--- src/rtl/ocx_dlx_tx_gbx.sv ---
// Per-lane 64b/66b TX gearbox: 32 accepted 66b blocks leave as 33 64b words.
// Optional sticky sync-header check when OCX_DLX_TX_GB_HDR_CHK_EN is defined.
module ocx_dlx_tx_gbx #(
  parameter logic [1:0] HDR_DATA = 2'b01,
  parameter logic [1:0] HDR_CTRL = 2'b10
) (
  input  logic        dlx_clk,
  input  logic        dlx_reset_n,
  input  logic        ctl_gb_reset,
  input  logic [1:0]  ctl_gb_header,
  input  logic [63:0] que_gb_data,
  output logic        gb_que_stall,
  output logic [63:0] gb_phy_data,
  output logic        gb_ctl_hdr_err
);

  localparam logic [5:0] SEQ_DRAIN = 6'd32;

  logic [5:0]   seq_q;
  logic [5:0]   seq_nxt;
  logic [63:0]  res_q;
  logic [65:0]  blk;
  logic [6:0]   fill;
  logic [129:0] cat;
  logic         accept;

  assign blk    = {que_gb_data, ctl_gb_header};
  assign fill   = {seq_q, 1'b0};
  assign accept = (seq_q < SEQ_DRAIN);
  // New block lands just above the valid residue bits; the low word goes out.
  assign cat    = ({64'b0, blk} << fill) | {66'b0, res_q};

  always_comb begin
    seq_nxt = 6'd0;
    if (!ctl_gb_reset && accept) seq_nxt = seq_q + 6'd1;
  end

  always_ff @(posedge dlx_clk or negedge dlx_reset_n) begin
    if (!dlx_reset_n) begin
      seq_q        <= 6'd0;
      res_q        <= 64'd0;
      gb_phy_data  <= 64'd0;
      gb_que_stall <= 1'b0;
    end else if (ctl_gb_reset) begin
      seq_q        <= 6'd0;
      res_q        <= 64'd0;
      gb_phy_data  <= 64'd0;
      gb_que_stall <= 1'b0;
    end else if (accept) begin
      seq_q        <= seq_nxt;
      res_q        <= 64'(cat >> 64);
      gb_phy_data  <= cat[63:0];
      gb_que_stall <= (seq_nxt == SEQ_DRAIN);
    end else begin
      // Drain slot (and any unreachable count): flush the full residue word.
      seq_q        <= 6'd0;
      res_q        <= 64'd0;
      gb_phy_data  <= res_q;
      gb_que_stall <= 1'b0;
    end
  end

`ifdef OCX_DLX_TX_GB_HDR_CHK_EN
  logic hdr_bad;
  assign hdr_bad = accept && (ctl_gb_header != HDR_DATA) && (ctl_gb_header != HDR_CTRL);

  always_ff @(posedge dlx_clk or negedge dlx_reset_n) begin
    if (!dlx_reset_n)      gb_ctl_hdr_err <= 1'b0;
    else if (ctl_gb_reset) gb_ctl_hdr_err <= 1'b0;
    else if (hdr_bad)      gb_ctl_hdr_err <= 1'b1;
  end
`else
  assign gb_ctl_hdr_err = 1'b0;
`endif

endmodule
--- config.mk ---
export PLATFORM = sky130hd
export DESIGN_NAME = ocx_dlx_tx_gbx
export DESIGN_NICKNAME = d
export VERILOG_FILES = /design/src/rtl/ocx_dlx_tx_gbx.sv
export SDC_FILE = /design/constraint.sdc
export NUM_CORES = 1
export LEC_CHECK = 0
export BUFFER_PORTS_ARGS = -buffer_cell sky130_fd_sc_hd__clkbuf_2
export CORE_UTILIZATION = 62
export CTS_CLUSTER_DIAMETER = 40
export DETAILED_ROUTE_END_ITERATION = 6
export HOLD_SLACK_MARGIN = 0.02
export PLACE_DENSITY_LB_ADDON = 0.1
export SLEW_MARGIN = 30
export SYNTH_ARGS = -nofsm -noshare
export SYNTH_HDL_FRONTEND = slang
export SYNTH_SLANG_ARGS = --single-unit
--- constraint.sdc ---
create_clock -name dlx_clk -period 4.05 [get_ports dlx_clk]
set_input_delay 0.405 -clock dlx_clk [delete_from_list [all_inputs] [get_ports dlx_clk]]
set_output_delay 0.405 -clock dlx_clk [all_outputs]
set_load 0.01 [all_outputs]
==> results of run 1 <==
## registers in the layout (all words and copies together) (netlist names)
name and cells:
gb_phy_data 64, gb_que_stall 1, res_q 64, seq_q 6
## worst max-delay path: stages, from the launching register on
cell and delay [ps]:
dfrtp_4 860, buf_4 310, mux2_2 390, a21oi_1 490, a21o_1 210, o2bb2a_1 240, o22ai_1 130
## path summary, 6_finish.rpt
path | startpoint | endpoint | slack, ps | cells after the start
min in group dlx_clk | que_gb_data[62] | res_q[30] | 330 | 2
setup / recovery | seq_q[0] | res_q[10] | 1230 | 6
max in group asynchronous | dlx_reset_n | gb_phy_data[2] | 2920 | 2
hold reg to reg | res_q[11] | gb_phy_data[11] | 460 | 1
hold / removal | dlx_reset_n | gb_phy_data[1] | 50 | 1
setup reg to reg | seq_q[0] | res_q[10] | 1230 | 6
## power by group through the flow
stage	sequential (W)	clock, W	combinational [W]
2_1_floorplan	0.00152	0	0.000594
6_report	0.00152	0.00169	0.000999
3_5_place_dp	0.00154	0	0.000950
5_1_grt	0.00153	0.00174	0.00104
4_1_cts	0.00152	0.00168	0.000966
3_3_place_gp	0.00154	0	0.000941
## cells by family (layout without fill, tap and decap cells)
logic type                 Yosys count  after routing
muxes                              186            186
and+or+nand+nor                    198            198
xor gates and xnor gates             3              3
adders and majority gates            1              1
other                                1              1
AOI/OAI and AO/OA                  205            205
DFF                                135            135
buffers and inverters               82            193
## Yosys cell counts (3+ instances only)
| cell type | count | share of area |
|---|---|---|
| a21oi_1 | 27 | 0.016 |
| buf_1 | 7 | 0.0031 |
| a22oi_1 | 3 | 0.0026 |
| buf_2 | 16 | 0.0093 |
| a31oi_1 | 3 | 0.0022 |
| nor2b_1 | 3 | 0.0022 |
| nor3_1 | 11 | 0.0064 |
| mux2i_1 | 88 | 0.10 |
| dfrtp_1 | 135 | 0.39 |
| o22ai_1 | 42 | 0.031 |
| buf_6 | 10 | 0.013 |
| mux4_1 | 3 | 0.0092 |
| nand3_1 | 7 | 0.0041 |
| nand2b_1 | 4 | 0.0029 |
| buf_4 | 6 | 0.0053 |
| mux2_2 | 60 | 0.079 |
| o21ai_0 | 23 | 0.013 |
| clkbuf_1 | 30 | 0.013 |
| a32o_1 | 5 | 0.0058 |
| o21ai_1 | 16 | 0.0093 |
| o221ai_1 | 23 | 0.024 |
| nor2_1 | 86 | 0.038 |
| a211oi_1 | 3 | 0.0026 |
| o2bb2ai_1 | 28 | 0.029 |
| a22o_1 | 6 | 0.0061 |
| mux4_2 | 33 | 0.087 |
| a2bb2oi_1 | 4 | 0.0041 |
| nand2_1 | 78 | 0.034 |
| o22a_1 | 3 | 0.0031 |
| inv_1 | 8 | 0.0035 |
## per-layer routing
layer,wire (um),part of all wire,global-route usage
met3,3930,0.13,0.113
met5,0,0,0
met2,13200,0.43,0.635
met1,12100,0.40,0.623
met4,1260,0.041,0.188
## layout make-up
type	count	area [um^2]	area share
Clock buffer	18	439	0.0447
Clock inverter	13	194	0.0197
Inverter	10	37.5	0.00382
Multi-Input combinational cell	594	4730	0.481
Sequential cell	135	3390	0.345
Tap cell	176	220	0.0224
Timing Repair Buffer	152	817	0.0831
## metrics by stage
| step | cell area, um^2 | worst slack, ps | total power [W] | hold WS, ps |
|---|---|---|---|---|
| 5_1_grt | 9830 | 1200 | 0.00431 | 128 |
| 2_1_floorplan | 8570 | 2160 | 0.00212 | 109 |
| 3_5_place_dp | 9190 | 1330 | 0.00249 | 441 |
| 3_3_place_gp | 9190 | 1320 | 0.00248 | 438 |
| 4_1_cts | 9820 | 1330 | 0.00416 | 124 |
| 6_report | 9830 | 1230 | 0.00421 | 51.4 |
==> summary.md, run 1 <==
| Metric | Value |
|---|---|
| Seq/Total Area, Yosys | 0.394 |
| CTS tree | built |
| Post-route setup TNS | 0 ps |
| Largest net degree at the start of global routing | 98 |
| Mapped Avg Cell Area | 10.6 um^2 |
| Clk slew on worst S/H paths | 60 ps |
| Multiplexer share of the synthesized area | 0.282 |
| Postcts setup bufs | 0 |
| Synthesized instance count | just over 800 |
| FILL cells | 954 |
| P&R area growth vs syn | 14.7% |
| Ant. Diodes | 0 |
| Static leakage | 4.23 nW |
| Inserted Clock Buffers | 17 |
| Post-Layout Cell Count | 1098 |
| Most common cell after layout, fill and taps aside | clkbuf_2 |
| Setup Skew | 7.83 ps |
| Warnings from Yosys | 0 |
| Hold Crit Class | in2async |
| Placer congestion estimate | 1.03 |
| Buffers on Ports | 133 |
| Minimum clock period | 2820 ps |
| Final WL | 30.6 mm |
| Combinational Power Share | 0.237 |
| Peak supply drop | around 0.35 mV |
| Cts hold-fix bufs | 0 |
| Status | finished clean |
| Synth Area in Simple Gates | 0.0945 |
| Pwr dens | 428 nW/um^2 |
| Kind of critical path | reg2reg |
| Worst Path Required | 4320 ps |
| CTS H-tree depth | 4 |
| Initial antenna violation count | 0 |
| Vias in the first global route | 7427 |
| Post-Synth Adder-Cell Area | 0.00146 |
| Syn Nets | 881 |
| Clock power frac | 0.402 |
| DRT Pass-1 Iters | 6 |
| Cell Area, Synth | 8570 um^2 |
| Post-route DRC | 0 |
| Congestion Overflow GR | 0 |
| Via count | 7928 |
| P_sw | ~0.0013 W |
| Height of the chip | approximately 120 um |
| Clock Path Buffers | 2 |
| Clock root buffer | clkbuf_16 |
| Nets@finish | 980 |
| FF+latch count, synth | 135 |
| EDFF count, synth | 0 |
| Hold Violations, Final | 0 |
| RSZ-0062 raised after global routing | no |
| Compound-cell area share of the yosys netlist | 0.170 |
| Sw Ratio | 0.318 |
| Asr flop ratio synth | 1.00 |
| Dominant synthesized flop cell | dfrtp_1 |
| Final HPWL DP | 21.7 mm |
| Slew @ Worst Pin | 835 ps |
| First-pass GRT wire length | 45.5 mm |
| # IOs | 135 |
| Crit end category | flip-flop |
| Post-Synth XOR/XNOR Area | 0.00307 |
| GRT Total Usage | 0.438 |
| Fraction of layout cells with a size suffix above 1 | 0.316 |
| Number of instances in the placed design | approximately 1100 |
| Worst rel slew slack | 0.443 |
| Initial DRC count | 1190 |
| Final setup fails | 0 |
| CTS sink cnt | 135 |
| Pins Over Slew Limit | 0 |
| Core area | around 13000 um^2 |
| Die footprint | 14300 um^2 |
| Seq pwr share | 0.361 |
| Internal power | between 0.002 and 0.003 W |
| DRT antenna net count | 0 |
| Max-cap violation count | 0 |
| Crit path launch type | flip-flop |
| Clock Latency Late Sink | between 400 and 500 ps |
| Rows | 42 |
| Vias per Instance | 7.22 |
| Crit path arrival time | 3090 ps |
| Max Clock Freq | 0.355 GHz |
| Commonest cells after routing, fill and taps aside | clkbuf_2, dfrtp_1, mux2i_1, nor2_1, nand2_1 |
| Final Cycle Share | 0.696 |
| Starting Density | 0.642 |
| WL per Instance | 27.8 um |
| Synth unique cells | 59 |
| Largest family of logic cells by synthesized area | multiplexers |
| Critical path peak fanout | 45 |
| CTS resizes | 0 |
| Layout Utilization | 0.737 |
| Floorplan die width | 120 um |
Note: power is estimated with default switching activity, not from simulation.
==> run 2: changes to the inputs <==
- CORE_UTILIZATION: 62 -> 52
- clock period: 4.05 -> 2.4 ns (I/O delays scaled with it)
==> run 2 against run 1 <==
  * Count of clock-buffer cells in the layout is 1 higher
  * Highest routed layer unchanged
  * Core utilization is 8.7 points lower
  * The flow now finishes with violations (negative setup slack)
  * Largest power group unchanged
  * Critical path type unchanged
  * Largest cell class unchanged
  * Wire length is 3.2% higher
==> summary.md, run 2 (synthesis gave the netlist of run 1 again) <==
| Metric | Value |
|---|---|
| Status | finished with violations |
| Failing checks | negative setup slack |
| Setup Skew | 7.79 ps |
| FILL cells | 1338 |
| Internal power | 0.00477 W |
| Post-route DRC | 0 |
| First-pass GRT wire length | 47.0 mm |
| DRT antenna net count | 0 |
| Height of the chip | 130 um |
| Vias in the first global route | 7453 |
| CTS sink cnt | 135 |
| Layout Utilization | 0.650 |
| WL per Instance | 26.5 um |
| Critical path peak fanout | 17 |
| Post-Route M1 WL | 13.6 mm |
| Floorplan die width | 130 um |
| Initial DRC count | 1035 |
| Max-cap violation count | 0 |
| Final WL | 31.5 mm |
| Peak supply drop | 0.471 mV |
| # IOs | around 140 |
| Clock power frac | 0.376 |
| Final setup fails | 1 |
| P&R area growth vs syn | 21.3% |
| Core area | 16000 um^2 |
| Crit Reg-Reg Endpoint | gb_phy_data[49] |
| Hold Violations, Final | 0 |
| Clk slew on worst S/H paths | 60 ps |
| Ant. Diodes | 0 |
| Combinational Power Share | 0.269 |
| Vias per Instance | 6.70 |
| Hold Crit Class | in2reg |
| Starting Density | 0.536 |
| Clock root buffer | clkbuf_16 |
| Static leakage | 4.52 nW |
| Buffers on Ports | roughly 130 |
| Most common cell after layout, fill and taps aside | clkbuf_2 |
| GRT Total Usage | 0.390 |
| Congestion Overflow GR | 0 |
| DRT Pass-1 Iters | 6 |
| RSZ-0062 raised after global routing | no |
| Worst reg2reg startpoint | seq_q[0] |
| Seq pwr share | 0.356 |
| CP endpoint | gb_phy_data[49] |
| Minimum clock period | 2410 ps |
| Crit path launch type | flip-flop |
| Critical Path Source | seq_q[0] |
| Top sig layer | met4 |
| Inserted Clock Buffers | 17 |
| CTS tree | built |
| Reg2Reg Depth | 6 |
| Pwr dens | between 600 and 700 nW/um^2 |
| Met2 wire len | 13.2 mm |
| P_sw | 0.00228 W |
| Placer congestion estimate | 1.01 |
| Flop-to-flop setup slack | -7 ps |
| WL met3 | ~3.3 mm |
| Setup WS post-layout | -7.03 ps |
| Final total power | 0.00705 W |
| Crit path arrival time | 2650 ps |
| Worst rel slew slack | 0.532 |
| Fraction of layout cells with a size suffix above 1 | 0.353 |
| Rows | 46 |
| Pins Over Slew Limit | 0 |
| Via count | 7989 |
| Die footprint | approximately 17000 um^2 |
| Crit end category | flip-flop |
| Initial antenna violation count | 0 |
| Commonest cells after routing, fill and taps aside | clkbuf_2, dfrtp_1, mux2i_1, nor2_1, nand2_1 |
| CTS H-tree depth | 4 |
| Nets@finish | between 1000 and 1500 |
| Worst Path Required | about 2600 ps |
| Top Registers | gb_phy_data (64), res_q (64), seq_q (6) |
| Clock Path Buffers | 2 |
| Largest net degree at the start of global routing | 60 |
| Final Cycle Share | 1.00 |
| Clock Latency Late Sink | approximately 430 ps |
| Max Clock Freq | 0.415 GHz |
| Sw Ratio | 0.323 |
| Slew @ Worst Pin | 701 ps |
| Kind of critical path | reg2reg |
| Final HPWL DP | 24.0 mm |
run 2: changes by cell type in the layout (fill, tap and decap cells not counted), moves of 2 or more:
cell,delta
buf_4,+39
buf_12,+12
buf_6,+2
bufinv_16,-2
clkinv_2,+2
o21ai_0,-2
run 2: critical path, stage by stage (launching register included):
cell,delay [ps]
dfrtp_4,480
buf_4,280
mux2_2,400
mux2i_1,320
o32ai_1,140
a21oi_1,310
o221ai_1,290
run 2: area by class of cell:
cell class | instances | area, um^2 | share of cell area
multi-input combinational | 594 | 4730 | 0.455
sequential | 135 | 3390 | 0.326
timing repair buffer | 205 | 1370 | 0.132
clock buffer | 19 | 453 | 0.0436
tap | 216 | 270 | 0.0260
clock inverter | 13 | 143 | 0.0137
inverter | 10 | 37.5 | 0.00361
run 2: worst min-delay path by stage:
stage	start	end	slack (ps)	cells past startpoint
after detailed placement	dlx_reset_n	gb_phy_data[7]	250	1
after CTS	que_gb_data[63]	res_q[31]	120	2
final	que_gb_data[63]	res_q[31]	130	2
after floorplan	dlx_reset_n	gb_phy_data[0]	-60	0
after global placement	dlx_reset_n	gb_phy_data[7]	250	1
after global routing	que_gb_data[63]	res_q[31]	130	2
run 2: power groups by stage:
stage                     Clock (W)  Combinational (W)  Sequential (W)
after CTS                   0.00264            0.00184         0.00251
after global routing        0.00275            0.00199         0.00252
after global placement            0            0.00181         0.00254
final                       0.00265            0.00189         0.00251
after detailed placement          0            0.00182         0.00255
after floorplan                   0            0.00100         0.00257
run 2: what timing repair did:
item	CTS	global route
hold endpoints to repair	56	0
buffers inserted	0	5
endpoints found under the setup margin	2	9
gates resized for setup	1	4
hold buffers	1	0
run 2: routing by layer:
layer | vias up | global-route usage
met5 | - | 0
met4 | 0 | 0.188
met3 | 84 | 0.0894
met2 | 578 | 0.544
met1 | 3957 | 0.568
li1 | 3370 | -
run 2: metrics by stage:
step / cells / area, um^2 / setup WS, ps / setup TNS [ps] / hold WS [ps]
after global routing: 1192 / 10400 / 2.44 / 0 / 134
final: 1192 / 10400 / -7.03 / -7.03 / 132
after global placement: 1154 / 9740 / -33.1 / -40.7 / 247
after detailed placement: 1154 / 9740 / -11.8 / -22.5 / 255
after floorplan: 811 / 8570 / 511 / 0 / -55.6
after CTS: 1187 / 10300 / 26.4 / 0 / 116
